[src/rtl/bpsk_modulator.sv]
// BPSK frame modulator: wraps each accepted byte in preamble + sync word + data and emits
// one signed carrier sample per sample strobe (bit 1 = +sine, bit 0 = -sine, idle = 0).
module bpsk_modulator #(
  parameter int unsigned CyclesPerBit = 4,
  parameter int unsigned PreambleBits = 8,
  parameter logic [7:0]  SyncWord     = 8'hD5
) (
  input  logic              clk_i,
  input  logic              rst_ni,
  input  logic              sample_en_i,
  input  logic [7:0]        data_i,
  input  logic              data_valid_i,
  output logic              data_ready_o,
  output logic signed [7:0] signal_o,
  output logic              sample_valid_o,
  output logic              busy_o
);

  typedef enum logic [1:0] {StIdle, StPreamble, StSync, StData} state_e;

  state_e             state_q, state_d;
  logic [7:0]         shift_q, shift_d;
  logic [3:0]         phase_q, phase_d;
  logic [5:0]         cyc_q, cyc_d;
  logic [4:0]         bit_q, bit_d;
  logic signed [7:0]  signal_q, signal_d;
  logic               sample_valid_q, sample_valid_d;

  logic               cur_bit;
  logic               last_bit;
  logic signed [7:0]  lut_val;

  function automatic logic signed [7:0] sine_lut(input logic [3:0] k);
    logic signed [7:0] v;
    case (k)
      4'd0:    v = 8'sd0;
      4'd1:    v = 8'sd49;
      4'd2:    v = 8'sd90;
      4'd3:    v = 8'sd117;
      4'd4:    v = 8'sd127;
      4'd5:    v = 8'sd117;
      4'd6:    v = 8'sd90;
      4'd7:    v = 8'sd49;
      4'd8:    v = 8'sd0;
      4'd9:    v = -8'sd49;
      4'd10:   v = -8'sd90;
      4'd11:   v = -8'sd117;
      4'd12:   v = -8'sd127;
      4'd13:   v = -8'sd117;
      4'd14:   v = -8'sd90;
      default: v = -8'sd49;
    endcase
    return v;
  endfunction

  assign lut_val = sine_lut(phase_q);

  // Current symbol bit and end-of-section detection for the active frame section.
  always_comb begin
    cur_bit  = 1'b0;
    last_bit = (bit_q == 5'd7);
    unique case (state_q)
      StPreamble: begin
        cur_bit  = ~bit_q[0];
        last_bit = (bit_q == 5'(PreambleBits - 1));
      end
      StSync:     cur_bit = SyncWord[3'd7 - bit_q[2:0]];
      StData:     cur_bit = shift_q[3'd7 - bit_q[2:0]];
      default:    cur_bit = 1'b0;
    endcase
  end

  always_comb begin
    state_d        = state_q;
    shift_d        = shift_q;
    phase_d        = phase_q;
    cyc_d          = cyc_q;
    bit_d          = bit_q;
    signal_d       = signal_q;
    sample_valid_d = sample_en_i;

    if (state_q == StIdle) begin
      if (sample_en_i) begin
        signal_d = 8'sd0;
      end
      if (data_valid_i) begin
        state_d = StPreamble;
        shift_d = data_i;
        phase_d = 4'd0;
        cyc_d   = 6'd0;
        bit_d   = 5'd0;
      end
    end else if (sample_en_i) begin
      signal_d = cur_bit ? lut_val : -lut_val;
      phase_d  = phase_q + 4'd1;
      if (phase_q == 4'd15) begin
        if (cyc_q == 6'(CyclesPerBit - 1)) begin
          cyc_d = 6'd0;
          if (last_bit) begin
            bit_d = 5'd0;
            unique case (state_q)
              StPreamble: state_d = StSync;
              StSync:     state_d = StData;
              default:    state_d = StIdle;
            endcase
          end else begin
            bit_d = bit_q + 5'd1;
          end
        end else begin
          cyc_d = cyc_q + 6'd1;
        end
      end
    end
  end

  always_ff @(posedge clk_i or negedge rst_ni) begin
    if (!rst_ni) begin
      state_q        <= StIdle;
      shift_q        <= 8'd0;
      phase_q        <= 4'd0;
      cyc_q          <= 6'd0;
      bit_q          <= 5'd0;
      signal_q       <= 8'sd0;
      sample_valid_q <= 1'b0;
    end else begin
      state_q        <= state_d;
      shift_q        <= shift_d;
      phase_q        <= phase_d;
      cyc_q          <= cyc_d;
      bit_q          <= bit_d;
      signal_q       <= signal_d;
      sample_valid_q <= sample_valid_d;
    end
  end

  assign data_ready_o   = (state_q == StIdle);
  assign busy_o         = (state_q != StIdle);
  assign signal_o       = signal_q;
  assign sample_valid_o = sample_valid_q;

endmodule
[config.mk]
export PLATFORM = sky130hd
export DESIGN_NAME = bpsk_modulator
export DESIGN_NICKNAME = d
export VERILOG_FILES = /design/src/rtl/bpsk_modulator.sv
export SDC_FILE = /design/constraint.sdc
export NUM_CORES = 1
export LEC_CHECK = 0
export ABC_AREA = 1
export CORE_ASPECT_RATIO = 0.5
export CORE_MARGIN = 3
export CORE_UTILIZATION = 39
export DETAILED_ROUTE_END_ITERATION = 12
export DONT_BUFFER_PORTS = 1
export HOLD_SLACK_MARGIN = 0.06
export PLACE_DENSITY_LB_ADDON = 0.15
export SETUP_SLACK_MARGIN = 0.1
export SKIP_CTS_REPAIR_TIMING = 1
export SLEW_MARGIN = 30
export SYNTH_ARGS = -nofsm -noshare
export SYNTH_HDL_FRONTEND = slang
export SYNTH_SLANG_ARGS = --single-unit
[constraint.sdc]
create_clock -name clk_i -period 4.5 [get_ports clk_i]
set_input_delay 0.9 -clock clk_i [delete_from_list [all_inputs] [get_ports clk_i]]
set_output_delay 0.9 -clock clk_i [all_outputs]
set_load 0.01 [all_outputs]
==> results of run 1 <==
## sequential cells by signal, summed over array words and instances (netlist names)
register / flops
bit_q: 5
signal_o: 8
sample_valid_o: 1
shift_q: 8
state_q: 2
cyc_q: 6
phase_q: 4
## where the power goes
| group | internal, mW | leakage [nW] | total [mW] | switching, mW |
|---|---|---|---|---|
| clock | 0.124 | 0.0482 | 0.236 | 0.112 |
| combinational | 0.127 | 0.729 | 0.334 | 0.207 |
| sequential | 0.370 | 0.361 | 0.451 | 0.0803 |
| total | 0.621 | 1.14 | 1.02 | 0.400 |
## cells by family after synthesis
group	after synthesis	synth area share [%]
buf+inv	40	7.85
fa+ha+maj	15	8.85
simple gates	136	32.6
compound gates	40	10.5
flops	34	40.1
## placed cells by master (no fill, tap or decap)
cell,netlist,layout
a21boi_2,1,1
a21oi_1,8,8
a41oi_1,1,1
clkbuf_1,1,1
clkbuf_8,1,6
clkinv_1,1,1
clkinv_2,0,1
dfrtp_1,34,34
ha_1,15,15
inv_1,30,30
inv_2,5,5
inv_4,1,1
nand2_1,73,73
nand2_2,2,2
nand2_4,4,4
nand3_1,27,27
nand3_2,3,3
nand4_1,9,9
nor2_1,6,6
nor2_4,3,3
nor3_1,2,2
nor3_2,1,1
nor3_4,1,1
nor3b_1,2,2
nor3b_2,2,2
o21a_1,1,1
o21ai_0,24,24
o21ai_1,1,1
o21bai_1,3,3
o31ai_1,1,1
or2_1,1,1
## critical path: cells and delay by family, from the launching register on
family | cells | cell delay [ns]
DFF | 1 | 0.41
buffers and inverters | 2 | 0.28
adders and majority gates | 1 | 0.35
## how the worst max path moves through the flow
stage	start	end	slack (ns)	cells after the start
floorplan	phase_q[0]	signal_o[6]	2.61	12
global placement	phase_q[0]	signal_o[6]	2.35	15
detailed placement	phase_q[0]	signal_o[6]	2.32	12
CTS	state_q[1]	busy_o	2.26	3
global route	phase_q[0]	signal_o[6]	2.07	15
finish	state_q[1]	busy_o	2.28	3
## layout make-up
| cell class | instances | share of cell area, % |
|---|---|---|
| Tap cell | 70 | 3.85 |
| Multi-Input combinational cell | 191 | 48.5 |
| Inverter | 37 | 6.22 |
| Sequential cell | 34 | 37.4 |
| Clock inverter | 1 | 0.220 |
| Clock buffer | 7 | 3.80 |
## metrics by stage
step	instance area (um2)	worst slack (ns)	hold slack (ns)	power [mW]
after floorplan	2120	2.61	0.449	0.723
after global placement	2180	2.35	0.466	0.787
after detailed placement	2180	2.32	0.467	0.791
after CTS	2270	2.26	0.291	1.03
after global routing	2270	2.07	0.277	1.11
final	2270	2.28	0.301	1.02
## per-layer routing
metal  vias up  track usage [%]
met5         -                0
met4         0             4.21
met3         4             4.45
met2        21             23.4
met1       787             20.2
li1        882                -
==> results.toml, run 1 <==
[global_routing]
overflow = 0
first_global_vias = 1649
grt_max_degree = 35
grt_use_total_pct = 14.9
antenna_found_initial = 0
grt_pass1_wl_um = 7460

[synth]
netlist.area_leader.share_pct = 40.1
synth_fp_nets = 292
yosysUniqueCellTypes = 31
synth_most_common_cell = "nand2_1"
synth_area_leader_cell = "dfrtp_1"
ys_top_cells_by_area = "dfrtp_1 40%, nand2_1 13%, ha_1 8.9%"
ys_ff_latch = 34
async_flop_share_pct = 100
ys_top_cells_by_count = "73 x nand2_1, 34 x dfrtp_1, 30 x inv_1"
yosys_warnings = 0
synth_enable_flop_cells = 0
avgSynthCellArea_um2 = 8.00
synth_flop_cell = "dfrtp_1"
ys_seq_area_share_pct = 40.1
synth_area_mm2 = 0.00212
synth_cells = 265

[worst_setup_path]
cp_max_fo = 6
end_kind = "output port"
slowest_stage = "dfrtp_1"
critPathKind = "reg2out"
reg2reg_slack_ns = 2.33
worstRegToRegCells = 12
worstPathCellList = "inv_1 > ha_1 > inv_2"
worst_r2r_startpoint = "phase_q[0]"
critical_path_required_ns = 3.60
cp.arrival_ns = 1.32
slowest_delay_ns = 0.41
start_kind = "flip-flop"
timing.rr.end = "signal_o[6]"

[place]
port_buffers = 0
placed_cells = 332
hpwl_um = 3100
gp_congestion = 0.844

[die]
pin_count = 23
core_area_mm2 = 0.00509
fp.dieH_um = 58.1
rows = 18
dieArea_mm2 = 0.00641
die_w_um = 110
start_util_pct = 41.6

[route]
drtPass1Iterations = 4
drcViolationCount = 0
wl_per_cell_um = 12.5
vias = 1694
drt-met1-wl_um = 2180
wl_met2_um = 1870
wl_met3_um = 145
vias_per_cell = 4.98
ant_nets = 0
routed.top_layer = "met4"
totalWireLength_um = 4230
drt_iter0_markers = 45

[layout]
drive_above_1_share_pct = 11.1
seqCellArea_um2 = 851
finalNonFillerCells = 340
syn2layout_area_growth_pct = 7.26
final_nets = 296
multi_input_area_mm2 = 0.00110
fillers = 528
diodes = 0
layout.core_utilization_pct = 44.7

[clocking]
htree_levels = 2
clk_latency_ns = 0.28
cts_sinks = 34
clock_path_buffers = 2
path_clk_slew_ns = 0.07
cts_tree = "yes"
cts_root_buf = "clkbuf_8"
numCtsBuffers = 5

[sta]
finalMaxSlewViolations = 0
setup_tns_ns = 0
setup_viol = 0
period_needed_ns = 2.22
finalCritPeriodShare_pct = 49.4
tightest_slew_ns = 0.502
relSlewSlack_pct = 66.3
rsz0062_at_grt = "no"
final-hold-violation-count = 0
clock_skew_ns = 0.00803
fmax_mhz = 450

[min_path]
hold_class = "in2async"

[job]
maxCapViolCount = 0

[pwr]
cellPowerDensity_mw_per_mm2 = 449
irDropWorstVdd_v = 0.000191
p_leak_nw = 1.14

[run_status]
status = "finished clean"
Power figures use the tool's default switching activity.
==> run 2, diff against run 1 <==
==> constraint.sdc (replaced) <==
create_clock -name clk_i -period 2.3 [get_ports clk_i]
set_input_delay 0.46 -clock clk_i [delete_from_list [all_inputs] [get_ports clk_i]]
set_output_delay 0.46 -clock clk_i [all_outputs]
set_load 0.01 [all_outputs]
==> run 2 against run 1 <==
Compared with the run above:
- routed wire length rose by 6.2%
- first-iteration DRC count rose by 67%
- non-clock buffer count rose by 9
- combinational power rose by 120%
- largest power group unchanged
==> results.toml, run 2 (same netlist as run 1, synthesis figures left out) <==
[min_path]
hold_start = "sample_en_i"
hold_class = "in2reg"
holdPathEnd = "sample_valid_o"
whs_path_depth = 0

[worst_setup_path]
timing.rr.end = "signal_o[6]"
worst_r2r_startpoint = "phase_q[0]"
worstRegToRegCells = 12
start_kind = "flip-flop"
cp_max_fo = 6
reg2reg_slack_ns = 0.25
end_kind = "flip-flop"
critPathKind = "reg2reg"
critical_path_required_ns = 2.49
cp.arrival_ns = 2.23
startpoint = "phase_q[0]"

[place]
hpwl_um = 3150
port_buffers = 0
gp_congestion = 0.851
dp_slack_ns = 0.0977

[global_routing]
overflow = 0
antenna_found_initial = 0
grt_pass1_wl_um = 7780
first_global_vias = 1690
grt_use_total_pct = 15.5
grt_max_degree = 35

[die]
pin_count = 23
dieArea_mm2 = 0.00641
rows = 18
start_util_pct = 41.6
core_area_mm2 = 0.00509
die_w_um = 110
fp.dieH_um = 58.1

[pwr]
cellPowerDensity_mw_per_mm2 = 909
p_total_mw = 2.16
p_leak_nw = 1.19
irDropWorstVdd_v = 0.000342

[layout]
final_nets = 305
layout_common_cells = "72 x nand2_1, 32 x dfrtp_1, 30 x inv_1"
drive_above_1_share_pct = 15.4
fillers = 504
diodes = 0
syn2layout_area_growth_pct = 12.3
layout.core_utilization_pct = 46.8
final_common_cell = "nand2_1"

[route]
drtPass1Iterations = 4
drcViolationCount = 0
ant_nets = 0
wl_per_cell_um = 12.9
drt_iter0_markers = 75
vias_per_cell = 4.96
vias = 1731
totalWireLength_um = 4490

[sta]
relSlewSlack_pct = 70.6
clock_skew_ns = 0.00895
finalMaxSlewViolations = 0
setup_tns_ns = 0
period_needed_ns = 2.05
tightest_slew_ns = 0.440
setup_ws_ns = 0.254
setup_viol = 0
fmax_mhz = 489
rsz0062_at_grt = "yes"
final-hold-violation-count = 0
finalCritPeriodShare_pct = 88.9

[clocking]
cts_tree = "yes"
numCtsBuffers = 5
clk_latency_ns = 0.29
htree_levels = 2
clock_path_buffers = 2
cts_sinks = 34
cts_root_buf = "clkbuf_8"
path_clk_slew_ns = 0.08

[run_status]
status = "finished clean"

[job]
maxCapViolCount = 0
-- run 2: changes by cell type in the layout (fill, tap and decap cells not counted), sizes merged --
cell	delta
buf	+8
clkbuf	-2
bufinv	+1
clkinv	+1
dlygate4sd3	+1
-- run 2: metal layers --
layer	wire [um]	GRT usage (%)
met1	2310	21.8
met2	1950	23.4
met5	0	0
met3	198	4.67
met4	40	4.04
-- run 2: worst max-delay path by stage --
stage | to | slack (ns) | cells after the start
floorplan | signal_o[6] | 0.41 | 12
global placement | signal_o[6] | 0.14 | 15
detailed placement | signal_o[6] | 0.1 | 15
CTS | signal_o[6] | 0.08 | 15
global route | signal_o[6] | 0.06 | 15
finish | signal_o[6] | 0.25 | 12
-- run 2: per-stage QoR --
step	cells	hold slack [ns]	instance area, um2
finish	349	0.204	2380
global route	349	0.181	2380
CTS	342	-0.148	2310
detailed placement	334	0.165	2200
global placement	334	0.166	2200
floorplan	265	0.164	2120
-- run 2: power by group --
group	switching, mW	internal (mW)	total, mW
combinational	0.448	0.281	0.729
clock	0.237	0.319	0.556
sequential	0.152	0.726	0.878
total	0.837	1.33	2.16
-- run 2: layout make-up --
cell class,count,area (um2),share of cell area (%)
multi-input cells,191,1110,46.5
flip-flops and latches,34,853,35.8
inverters,37,141,5.94
well taps,70,87.6,3.68
repair buffers,9,82.6,3.47
clock buffers,5,68.8,2.89
clock inverters,3,40.0,1.68
-- run 2: critical path: stages, from the launching register on --
cell	delay, ns
dfrtp_2	0.41
inv_1	0.11
ha_1	0.24
or2_1	0.26
nand2_1	0.10
inv_1	0.05
ha_1	0.22
nand3_1	0.13
nor2_4	0.05
nand2_1	0.08
nand4_1	0.11
nand3_1	0.13
nand2_1	0.05
